===== src/rtl/vga_timing_gen_if.sv =====
// Pixel stream into the VGA timing generator.
// valid/ready: a pixel moves when both are high.
interface vga_timing_gen_if #(
  parameter int PIX_W = 24
);
  logic [PIX_W-1:0] pix_data;
  logic             pix_valid;
  logic             pix_ready;

  modport master (
    output pix_data,
    output pix_valid,
    input  pix_ready
  );

  modport slave (
    input  pix_data,
    input  pix_valid,
    output pix_ready
  );
endinterface


===== src/rtl/vga_timing_gen.sv =====
// Parametrised VGA/LCD timing generator.
// Stream or test-pattern pixels, one cycle registered.
module vga_timing_gen #(
  parameter int HDISP  = 800,
  parameter int VDISP  = 480,
  parameter int HFP    = 40,
  parameter int HPULSE = 48,
  parameter int HBP    = 40,
  parameter int VFP    = 13,
  parameter int VPULSE = 3,
  parameter int VBP    = 29,
  parameter bit HS_POL = 1'b0,
  parameter bit VS_POL = 1'b0,
  parameter int PIX_W  = 24,
  localparam int XW    = $clog2(HDISP),
  localparam int YW    = $clog2(VDISP)
) (
  input  logic             pixel_clk,
  input  logic             pixel_rst,
  input  logic             enable,
  input  logic [1:0]       mode,
  input  logic [PIX_W-1:0] solid_rgb,
  vga_timing_gen_if.slave  pix,
  output logic             video_hs,
  output logic             video_vs,
  output logic             video_blank,
  output logic [PIX_W-1:0] video_rgb,
  output logic [XW-1:0]    pos_x,
  output logic [YW-1:0]    pos_y,
  output logic             frame_start,
  output logic             underflow,
  input  logic             underflow_clr,
  output logic [15:0]      frame_count
);

  localparam int HSTART = HFP + HPULSE + HBP;
  localparam int VSTART = VFP + VPULSE + VBP;
  localparam int HTOTAL = HDISP + HSTART;
  localparam int VTOTAL = VDISP + VSTART;
  localparam int HW     = $clog2(HTOTAL);
  localparam int VW     = $clog2(VTOTAL);
  localparam int CW     = PIX_W / 3;
  localparam int GXW    = (XW < 4) ? XW : 4;
  localparam int GYW    = (YW < 4) ? YW : 4;
  localparam int BARW   = (HDISP / 8 > 0) ? HDISP / 8 : 1;

  logic [HW-1:0]    h_cnt;
  logic [VW-1:0]    v_cnt;
  logic             hs_act;
  logic             vs_act;
  logic             act;
  logic             frame_top;
  logic             uf_set;
  logic [XW-1:0]    x;
  logic [YW-1:0]    y;
  logic             grid;
  logic [2:0]       bar;
  logic [2:0]       bar_c;
  logic [PIX_W-1:0] bar_rgb;
  logic [PIX_W-1:0] rgb_next;
  logic [1:0]       mode_q;
  logic [PIX_W-1:0] solid_q;

  // Region decode and active coordinates
  always_comb begin
    hs_act    = (h_cnt >= HW'(HFP)) &&
                (h_cnt < HW'(HFP + HPULSE));
    vs_act    = (v_cnt >= VW'(VFP)) &&
                (v_cnt < VW'(VFP + VPULSE));
    act       = (h_cnt >= HW'(HSTART)) &&
                (v_cnt >= VW'(VSTART));
    frame_top = (h_cnt == '0) && (v_cnt == '0);
    x         = h_cnt[XW-1:0] - XW'(HSTART);
    y         = v_cnt[YW-1:0] - YW'(VSTART);
    pix.pix_ready = enable && !pixel_rst &&
                    act && (mode_q == 2'd0);
    uf_set    = pix.pix_ready && !pix.pix_valid;
  end

  // Test patterns: grid lines and 8 colour bars
  always_comb begin
    grid = (x[GXW-1:0] == '0) || (y[GYW-1:0] == '0);
    bar  = 3'd0;
    for (int i = 1; i < 8; i++) begin
      if (32'(x) >= 32'(i * BARW)) bar = 3'(i);
    end
    bar_c = 3'b000;
    unique case (bar)
      3'd0: bar_c = 3'b111;
      3'd1: bar_c = 3'b110;
      3'd2: bar_c = 3'b011;
      3'd3: bar_c = 3'b010;
      3'd4: bar_c = 3'b101;
      3'd5: bar_c = 3'b100;
      3'd6: bar_c = 3'b001;
      3'd7: bar_c = 3'b000;
    endcase
    bar_rgb = {{CW{bar_c[2]}},
               {CW{bar_c[1]}},
               {CW{bar_c[0]}}};
  end

  // Pixel source select, blanked outside active
  always_comb begin
    rgb_next = '0;
    if (act) begin
      unique case (mode_q)
        2'd0: if (pix.pix_valid) rgb_next = pix.pix_data;
        2'd1: rgb_next = grid ? '1 : '0;
        2'd2: rgb_next = bar_rgb;
        2'd3: rgb_next = solid_q;
      endcase
    end
  end

  // Pixel and line counters; parked at 0 when idle
  always_ff @(posedge pixel_clk) begin
    if (pixel_rst || !enable) begin
      h_cnt <= '0;
      v_cnt <= '0;
    end else if (h_cnt == HW'(HTOTAL - 1)) begin
      h_cnt <= '0;
      if (v_cnt == VW'(VTOTAL - 1)) v_cnt <= '0;
      else v_cnt <= v_cnt + 1'b1;
    end else begin
      h_cnt <= h_cnt + 1'b1;
    end
  end

  // Source select only changes at frame top
  always_ff @(posedge pixel_clk) begin
    if (pixel_rst) begin
      mode_q  <= 2'd0;
      solid_q <= '0;
    end else if (frame_top) begin
      mode_q  <= mode;
      solid_q <= solid_rgb;
    end
  end

  // Registered video outputs, all one cycle behind
  always_ff @(posedge pixel_clk) begin
    if (pixel_rst || !enable) begin
      video_hs    <= !HS_POL;
      video_vs    <= !VS_POL;
      video_blank <= 1'b0;
      video_rgb   <= '0;
      pos_x       <= '0;
      pos_y       <= '0;
      frame_start <= 1'b0;
    end else begin
      video_hs    <= hs_act ? HS_POL : !HS_POL;
      video_vs    <= vs_act ? VS_POL : !VS_POL;
      video_blank <= act;
      video_rgb   <= rgb_next;
      pos_x       <= act ? x : '0;
      pos_y       <= act ? y : '0;
      frame_start <= frame_top;
    end
  end

  // Frame counter and sticky underflow hold while idle
  always_ff @(posedge pixel_clk) begin
    if (pixel_rst) begin
      frame_count <= 16'd0;
      underflow   <= 1'b0;
    end else if (enable) begin
      if (frame_top) frame_count <= frame_count + 16'd1;
      if (uf_set) underflow <= 1'b1;
      else if (underflow_clr) underflow <= 1'b0;
    end
  end

endmodule


===== src/flat_wrapper.sv =====
// flat-port wrapper written by rule: the top's interface ports become plain ports
module vga_timing_gen_flat 
#(
  parameter int HDISP  = 800,
  parameter int VDISP  = 480,
  parameter int HFP    = 40,
  parameter int HPULSE = 48,
  parameter int HBP    = 40,
  parameter int VFP    = 13,
  parameter int VPULSE = 3,
  parameter int VBP    = 29,
  parameter bit HS_POL = 1'b0,
  parameter bit VS_POL = 1'b0,
  parameter int PIX_W  = 24,
  localparam int XW    = $clog2(HDISP),
  localparam int YW    = $clog2(VDISP)
)
  (pixel_clk, pixel_rst, enable, mode, solid_rgb, video_hs, video_vs, video_blank, video_rgb, pos_x, pos_y, frame_start, underflow, underflow_clr, frame_count, pix_pix_data, pix_pix_valid, pix_pix_ready);
  vga_timing_gen_if #(.PIX_W(PIX_W)) pix_i ();
  input  logic pixel_clk;
  input  logic pixel_rst;
  input  logic enable;
  input  logic [1:0] mode;
  input  logic [PIX_W-1:0] solid_rgb;
  output logic video_hs;
  output logic video_vs;
  output logic video_blank;
  output logic [PIX_W-1:0] video_rgb;
  output logic [XW-1:0] pos_x;
  output logic [YW-1:0] pos_y;
  output logic frame_start;
  output logic underflow;
  input  logic underflow_clr;
  output logic [15:0] frame_count;
  input wire logic [$bits(pix_i.pix_data)-1:0] pix_pix_data;
  input wire logic [$bits(pix_i.pix_valid)-1:0] pix_pix_valid;
  output wire logic [$bits(pix_i.pix_ready)-1:0] pix_pix_ready;
  assign pix_i.pix_data = pix_pix_data;
  assign pix_i.pix_valid = pix_pix_valid;
  assign pix_pix_ready = pix_i.pix_ready;
  vga_timing_gen #(.HDISP(HDISP), .VDISP(VDISP), .HFP(HFP), .HPULSE(HPULSE), .HBP(HBP), .VFP(VFP), .VPULSE(VPULSE), .VBP(VBP), .HS_POL(HS_POL), .VS_POL(VS_POL), .PIX_W(PIX_W)) u_core (.pixel_clk(pixel_clk), .pixel_rst(pixel_rst), .enable(enable), .mode(mode), .solid_rgb(solid_rgb), .pix(pix_i), .video_hs(video_hs), .video_vs(video_vs), .video_blank(video_blank), .video_rgb(video_rgb), .pos_x(pos_x), .pos_y(pos_y), .frame_start(frame_start), .underflow(underflow), .underflow_clr(underflow_clr), .frame_count(frame_count));
endmodule

===== config.mk =====
export PLATFORM = sky130hd
export DESIGN_NAME = vga_timing_gen_flat
export DESIGN_NICKNAME = d
export VERILOG_FILES = /design/src/rtl/vga_timing_gen_if.sv /design/src/rtl/vga_timing_gen.sv /design/src/flat_wrapper.sv
export SDC_FILE = /design/constraint.sdc
export NUM_CORES = 1
export LEC_CHECK = 0
export BUFFER_PORTS_ARGS = -buffer_cell sky130_fd_sc_hd__clkbuf_2
export CAP_MARGIN = 20
export CORE_MARGIN = 3
export CORE_UTILIZATION = 25
export DETAILED_ROUTE_END_ITERATION = 16
export PLACE_DENSITY_LB_ADDON = 0.05
export SETUP_SLACK_MARGIN = 0.02
export SYNTH_ARGS = -nofsm -noshare
export SYNTH_HDL_FRONTEND = slang
export SYNTH_SLANG_ARGS = --single-unit

===== constraint.sdc =====
create_clock -name pixel_clk -period 3.1 [get_ports pixel_clk]
set_input_delay 0.155 -clock pixel_clk [delete_from_list [all_inputs] [get_ports pixel_clk]]
set_output_delay 0.155 -clock pixel_clk [all_outputs]
set_load 0.02 [all_outputs]

==> run_results.csv, run 1 <==
group,metric,value,unit
sta,skew,0.0106,ns
worst_setup_path,slowest_delay,0.48,ns
detailed_routing,via_count,4220,
sta,max_slew.worst_pin.slew,0.974,ns
clock_tree,ctsLongestPathBuffers,2,
place,dp_hpwl,10.4,mm
yosys,ys_seq_elements,110,
power,leakage,2.43,nW
grt,first_global_vias,4168,
worst_setup_path,worstPathRequired,2.94,ns
outcome,outcome,"finished, final reports clean",
clock_tree,cts_tree,"built",
yosys,syn_inst,552,
final_layout,syn_to_final_growth,24.3,%
worst_setup_path,crit_type,"reg -> out",
power,p_total,2.94,mW
sta,setup-violations-final,0,
worst_setup_path,reg2reg_from,"u_core.h_cnt[7]",
power,ir_drop,0.260,mV
yosys,ys_top_cells_by_count,"dfxtp_1, nand2_1, a21oi_1",
floorplanning,boundaryPins,120,
sta,slew_headroom,35.1,%
yosys,synth_most_common_cell,"dfxtp_1",
place,placed_cell_area,5550,um^2
yosys,synth.largest_area_cell,"dfxtp_1",
final_layout,nFillCells,1960,
detailed_routing,drt_iter0_drc,208,
min_path,min_path_type,"in -> reg",
clock_tree,insertion_delay,0.36,ns
yosys,async_reset_ff_share,0,%
final_layout,nNetsFinal,724,
yosys,ys_dominant_reg_cell,"dfxtp_1",
place,io_buffers,119,
worst_setup_path,cp_slowest_cell,"dfxtp_1",
grt,grt_pass1_wl,22.3,mm
grt,antenna_found_initial,1,
detailed_routing,ant_nets,0,
detailed_routing,drt-wirelength-per-cell,16.0,um
floorplanning,chipWidth,144,um
final_layout,design_area,5900,um^2
yosys,ys_top_cells_by_area,"dfxtp_1, a21oi_1, nand2_1, nor2_1, xnor2_1",
yosys,synth_cell_type_count,62,
grt,grt.total_usage,14.0,%
detailed_routing,wl,14.3,mm
yosys,synth_area,4740,um^2
detailed_routing,routed_via_density,4.73,
sta,setup_tns,0,ns
flow_run,drv_cap,0,
power,sequentialPowerShare,49.8,%
worst_setup_path,cp-end-kind,"primary output",
power,p_per_area,499,nW/um^2
detailed_routing,drc_errors,0,
sta,setup_ws,0.237,ns
floorplanning,die_h,144,um
yosys,ys_seq_area_share,46.4,%
place,place_ws,0.451,ns
grt,overflow,0,
power,internal-power,2.25,mW
clock_tree,numCtsBuffers,9,
floorplanning,die-area,20700,um^2
clock_tree,htree_levels,3,
clock_tree,clkTransAtPathRegs,0.08,ns
worst_setup_path,worst_ep_arrival_time,2.71,ns
sta,slew_viol_final,0,
worst_setup_path,worstPathMaxFanout,10,
worst_setup_path,crit_path_start,"u_core.v_cnt[0]",
final_layout,layout-drive-gt1-share,23.8,%
yosys,synth_top_area_share,46.4,%
final_layout,post-route-util,32.2,%
power,p_sw,690,uW
worst_setup_path,cp_cell_sequence,"inv_1 > ha_1 > and3b_1 > o21ai_1 > a311o_1 > buf_4 > nor3_2 > clkbuf_2",
sta,fin_crit,2.86,ns
detailed_routing,dr.pass1.iters,4,
floorplanning,rows,49,
yosys,synth-edff-count,0,
min_path,min_from,"solid_rgb[4]",
floorplanning,coreArea,18300,um^2
yosys,avgSynthCellArea,8.60,um^2
final_layout,diodes,0,
power,pwr-share-comb,6.5,%
sta,report.final.hold_viol_count,0,
sta,fin_crit_sh,92.4,%
clock_tree,cts-root-buf,"clkbuf_16",
place,gp_congestion,0.777,
grt,grt_max_degree,45,
sta,rsz0062_at_grt,"false",
sta,fmax,349,MHz
floorplanning,initial_utilization,25.9,%
worst_setup_path,cp-start-kind,"flop",
power,clockPowerShare,43.7,%
yosys,syn_nets,617,
clock_tree,clock_sinks,110,
yosys,ys_warn_count,0,
power,switching_share,23.5,%
power by group through the flow:
stage / sequential [mW] / clock (mW) / combinational, mW
global placement: 1.50 / 0 / 0.189
floorplan: 1.49 / 0 / 0.110
finish: 1.46 / 1.29 / 0.190
CTS: 1.46 / 1.33 / 0.194
global route: 1.47 / 1.39 / 0.214
detailed placement: 1.50 / 0 / 0.191
sequential cells by signal, summed over array words and instances (netlist names), 2 cells and up:
signal / count
u_core.solid_q: 24
u_core.video_rgb: 24
u_core.frame_count: 16
u_core.h_cnt: 10
u_core.pos_x: 10
u_core.v_cnt: 10
u_core.pos_y: 9
u_core.mode_q: 2
worst paths after layout:
check / end / slack, ns / cells after the start
worst max-delay path: pix_pix_ready / 0.24 / 8
worst min-delay path: u_core.solid_q[4] / 0.01 / 3
worst max register to register: u_core.video_rgb[21] / 0.60 / 7
worst min register to register: u_core.solid_q[21] / 0.45 / 2
cells in the final DEF (no fill, tap or decap), types with 3 or more instances in the layout:
cell,count
a21oi_1,64
a22o_1,8
a22oi_1,16
and2_1,8
and3_1,5
and4_1,3
buf_4,9
clkbuf_16,9
clkbuf_2,119
dfxtp_1,110
ha_1,10
inv_1,17
nand2_1,71
nand3_1,14
nand4_1,7
nor2_1,52
nor3_1,18
nor3_2,4
o211ai_1,4
o21ai_0,11
o31ai_1,10
or3_1,8
or4_1,3
xnor2_1,21
xor2_1,10
area by class of cell:
class	count	area [um^2]	area share, %
clock buffers	11	243	4.12
well taps	229	287	4.86
flip-flops and latches	110	2200	37.3
repair buffers	130	683	11.6
multi-input cells	390	2330	39.6
clock inverters	5	82.6	1.40
inverters	18	67.6	1.15
stage by stage:
step,hold slack (ns),std cells
floorplan,0.295,552
global placement,0.385,875
detailed placement,0.389,875
CTS,0.00280,893
global route,0.00501,893
finish,0.0130,893
what timing repair did:
item	in CTS	in global routing
setup endpoints to repair	0	1
setup buffers	0	0
hold buffers	2	0
endpoints found under the hold margin	2	0
gates resized for setup	0	1
metal layers:
layer  part of all wire (%)  GRT usage [%]  routed length, um
met2                     49           23.0               7040
met5                  0.091              0                 13
met3                    4.7           3.53                671
met4                    1.6           5.05                226
met1                     44           17.8               6360
kinds of logic (layout without fill, tap and decap cells):
family	Yosys count	count (layout)	synth area share [%]
compound gates	134	134	17.7
xor+xnor	31	31	5.72
fa+ha+maj	10	10	2.64
buf+inv	52	164	4.64
flops	110	110	46.4
mux	1	1	0.211
simple gates	214	214	22.7
worst max-delay path: cells and delay by family, from the launching register on:
kind                       cells  cell delay [ns]
AOI/OAI and AO/OA              2             0.51
adders and majority gates      1             0.30
buffers and inverters          3             0.56
DFF                            1             0.48
and+or+nand+nor                2             0.50
No activity file was read; power rests on OpenSTA's default activity.
==> run 2: changes to the inputs <==
Settings changed: GPL_TIMING_DRIVEN set to 0.
==> run_results.csv, run 2 (synthesis results as in run 1) <==
group,metric,value,unit
worst_setup_path,cp_slowest_cell,"a311o_1",
detailed_routing,ant_nets,0,
final_layout,layout-drive-gt1-share,23.2,%
grt,overflow,0,
grt,grt.total_usage,13.8,%
final_layout,mostFrequentLayoutCells,"clkbuf_2, dfxtp_1, nand2_1",
power,p_total,3.06,mW
clock_tree,post-cts-setup-buffers,0,
worst_setup_path,worst_ep_arrival_time,2.75,ns
final_layout,top_regs,"u_core.solid_q: 24 flops, u_core.video_rgb: 24 flops, u_core.frame_count: 16 flops",
worst_setup_path,worstPathMaxFanout,9,
min_path,min_from,"solid_rgb[13]",
place,dp_hpwl,10.7,mm
final_layout,diodes,0,
clock_tree,numCtsBuffers,9,
sta,slew_headroom,45.3,%
clock_tree,ctsLongestPathBuffers,2,
detailed_routing,via_count,4308,
place,gp_congestion,0.780,
place,io_buffers,117,
sta,max_slew.worst_pin.slew,0.820,ns
clock_tree,htree_levels,3,
floorplanning,die-area,20700,um^2
sta,fmax,345,MHz
detailed_routing,drt_iter0_drc,240,
worst_setup_path,cp-end-kind,"primary output",
worst_setup_path,worstPathRequired,2.94,ns
sta,setup-violations-final,0,
worst_setup_path,cp_cell_sequence,"inv_1 > ha_1 > and3b_1 > o21ai_1 > a311o_1 > nor3_2 > clkbuf_2",
floorplanning,rows,49,
grt,antenna_found_initial,0,
final_layout,multi_input_area,2330,um^2
flow_run,drv_cap,0,
power,ir_drop,0.260,mV
sta,whs,0.0268,ns
floorplanning,boundaryPins,120,
worst_setup_path,reg2reg_from,"u_core.v_cnt[0]",
final_layout,nNetsFinal,745,
sta,setup_ws,0.198,ns
worst_setup_path,crit_family,"compound AO/OA/AOI/OAI gates",
detailed_routing,drc_errors,0,
floorplanning,coreArea,18300,um^2
worst_setup_path,cp-start-kind,"flop",
worst_setup_path,slowest_delay,0.51,ns
sta,slew_viol_final,0,
floorplanning,initial_utilization,25.9,%
worst_setup_path,crit_path_start,"u_core.v_cnt[0]",
min_path,min_path_type,"in -> reg",
detailed_routing,wl,14.2,mm
place,place_ws,0.335,ns
detailed_routing,routed_via_density,4.72,
final_layout,regArea,2200,um^2
sta,skew,0.00709,ns
grt,grt_max_degree,18,
floorplanning,chipWidth,144,um
final_layout,syn_to_final_growth,26.1,%
worst_setup_path,crit_type,"reg -> out",
power,p_per_area,512,nW/um^2
grt,grt_pass1_wl,22.2,mm
clock_tree,clock_sinks,110,
sta,fin_crit,2.90,ns
power,leakage,2.47,nW
sta,report.final.hold_viol_count,0,
outcome,outcome,"finished, final reports clean",
final_layout,nFillCells,1955,
worst_setup_path,crit_buf_inv,2,
clock_tree,cts_tree,"built",
clock_tree,cts-root-buf,"clkbuf_16",
clock_tree,insertion_delay,0.35,ns
grt,first_global_vias,4216,
final_layout,final_common_cell,"clkbuf_2",
detailed_routing,drt-wirelength-per-cell,15.6,um
sta,fin_crit_sh,93.6,%
sta,rsz0062_at_grt,"false",
detailed_routing,dr.pass1.iters,4,
sta,setup_tns,0,ns
clock_tree,cts_hold_buf,0,
floorplanning,die_h,144,um
clock_tree,clkTransAtPathRegs,0.07,ns
-- run 2: path summary, 6_finish.rpt --
path                                           end  slack, ns  depth (start not counted)
worst max register to register     u_core.pos_y[5]       0.35                          7
worst max-delay path                 pix_pix_ready       0.20                          7
worst min register to register  u_core.solid_q[23]       0.45                          2
worst min-delay path            u_core.solid_q[13]       0.03                          3
-- run 2: metrics by stage --
step | area [um^2] | utilization (%) | instances
final | 5980 | 32.6 | 913
after global routing | 5980 | 32.6 | 913
after CTS | 5980 | 32.6 | 913
after detailed placement | 5620 | 30.6 | 898
after global placement | 5620 | 30.6 | 898
after floorplan | 4740 | - | 552
-- run 2: worst register-to-register path, cell delays in order, from the launching register on --
cell,delay (ns)
dfxtp_1,0.40
inv_1,0.13
ha_1,0.31
and3b_1,0.24
o21ai_1,0.31
a311o_1,0.57
clkbuf_1,0.52
nor2_1,0.13
-- run 2: what timing repair did --
| action | CTS | global route |
|---|---|---|
| setup endpoints to repair | 1 | 0 |
| endpoints found under the hold margin | 0 | 0 |
| gates resized for setup | 1 | 0 |
-- run 2: cell type report --
class	count	area share (%)
Clock inverter	6	2.26
Clock buffer	9	3.76
Tap cell	229	4.79
Buffer	34	2.55
Multi-Input combinational cell	390	38.9
Sequential cell	110	36.8
Timing Repair Buffer	117	9.79
Inverter	18	1.13
-- run 2: power breakdown --
part           internal, mW  total [mW]  switching [mW]
clock                 0.867        1.41           0.540
sequential             1.44        1.46          0.0225
combinational        0.0742       0.193           0.119
total                  2.38        3.06           0.681
-- run 2: per-layer routing --
layer | vias up | global-route usage [%] | part of all wire [%]
met1 | 2028 | 18.3 | 48
li1 | 2180 | - | -
met4 | 0 | 5.50 | 1.8
met2 | 84 | 22.2 | 47
met5 | - | 0 | 0
met3 | 16 | 2.63 | 3.9
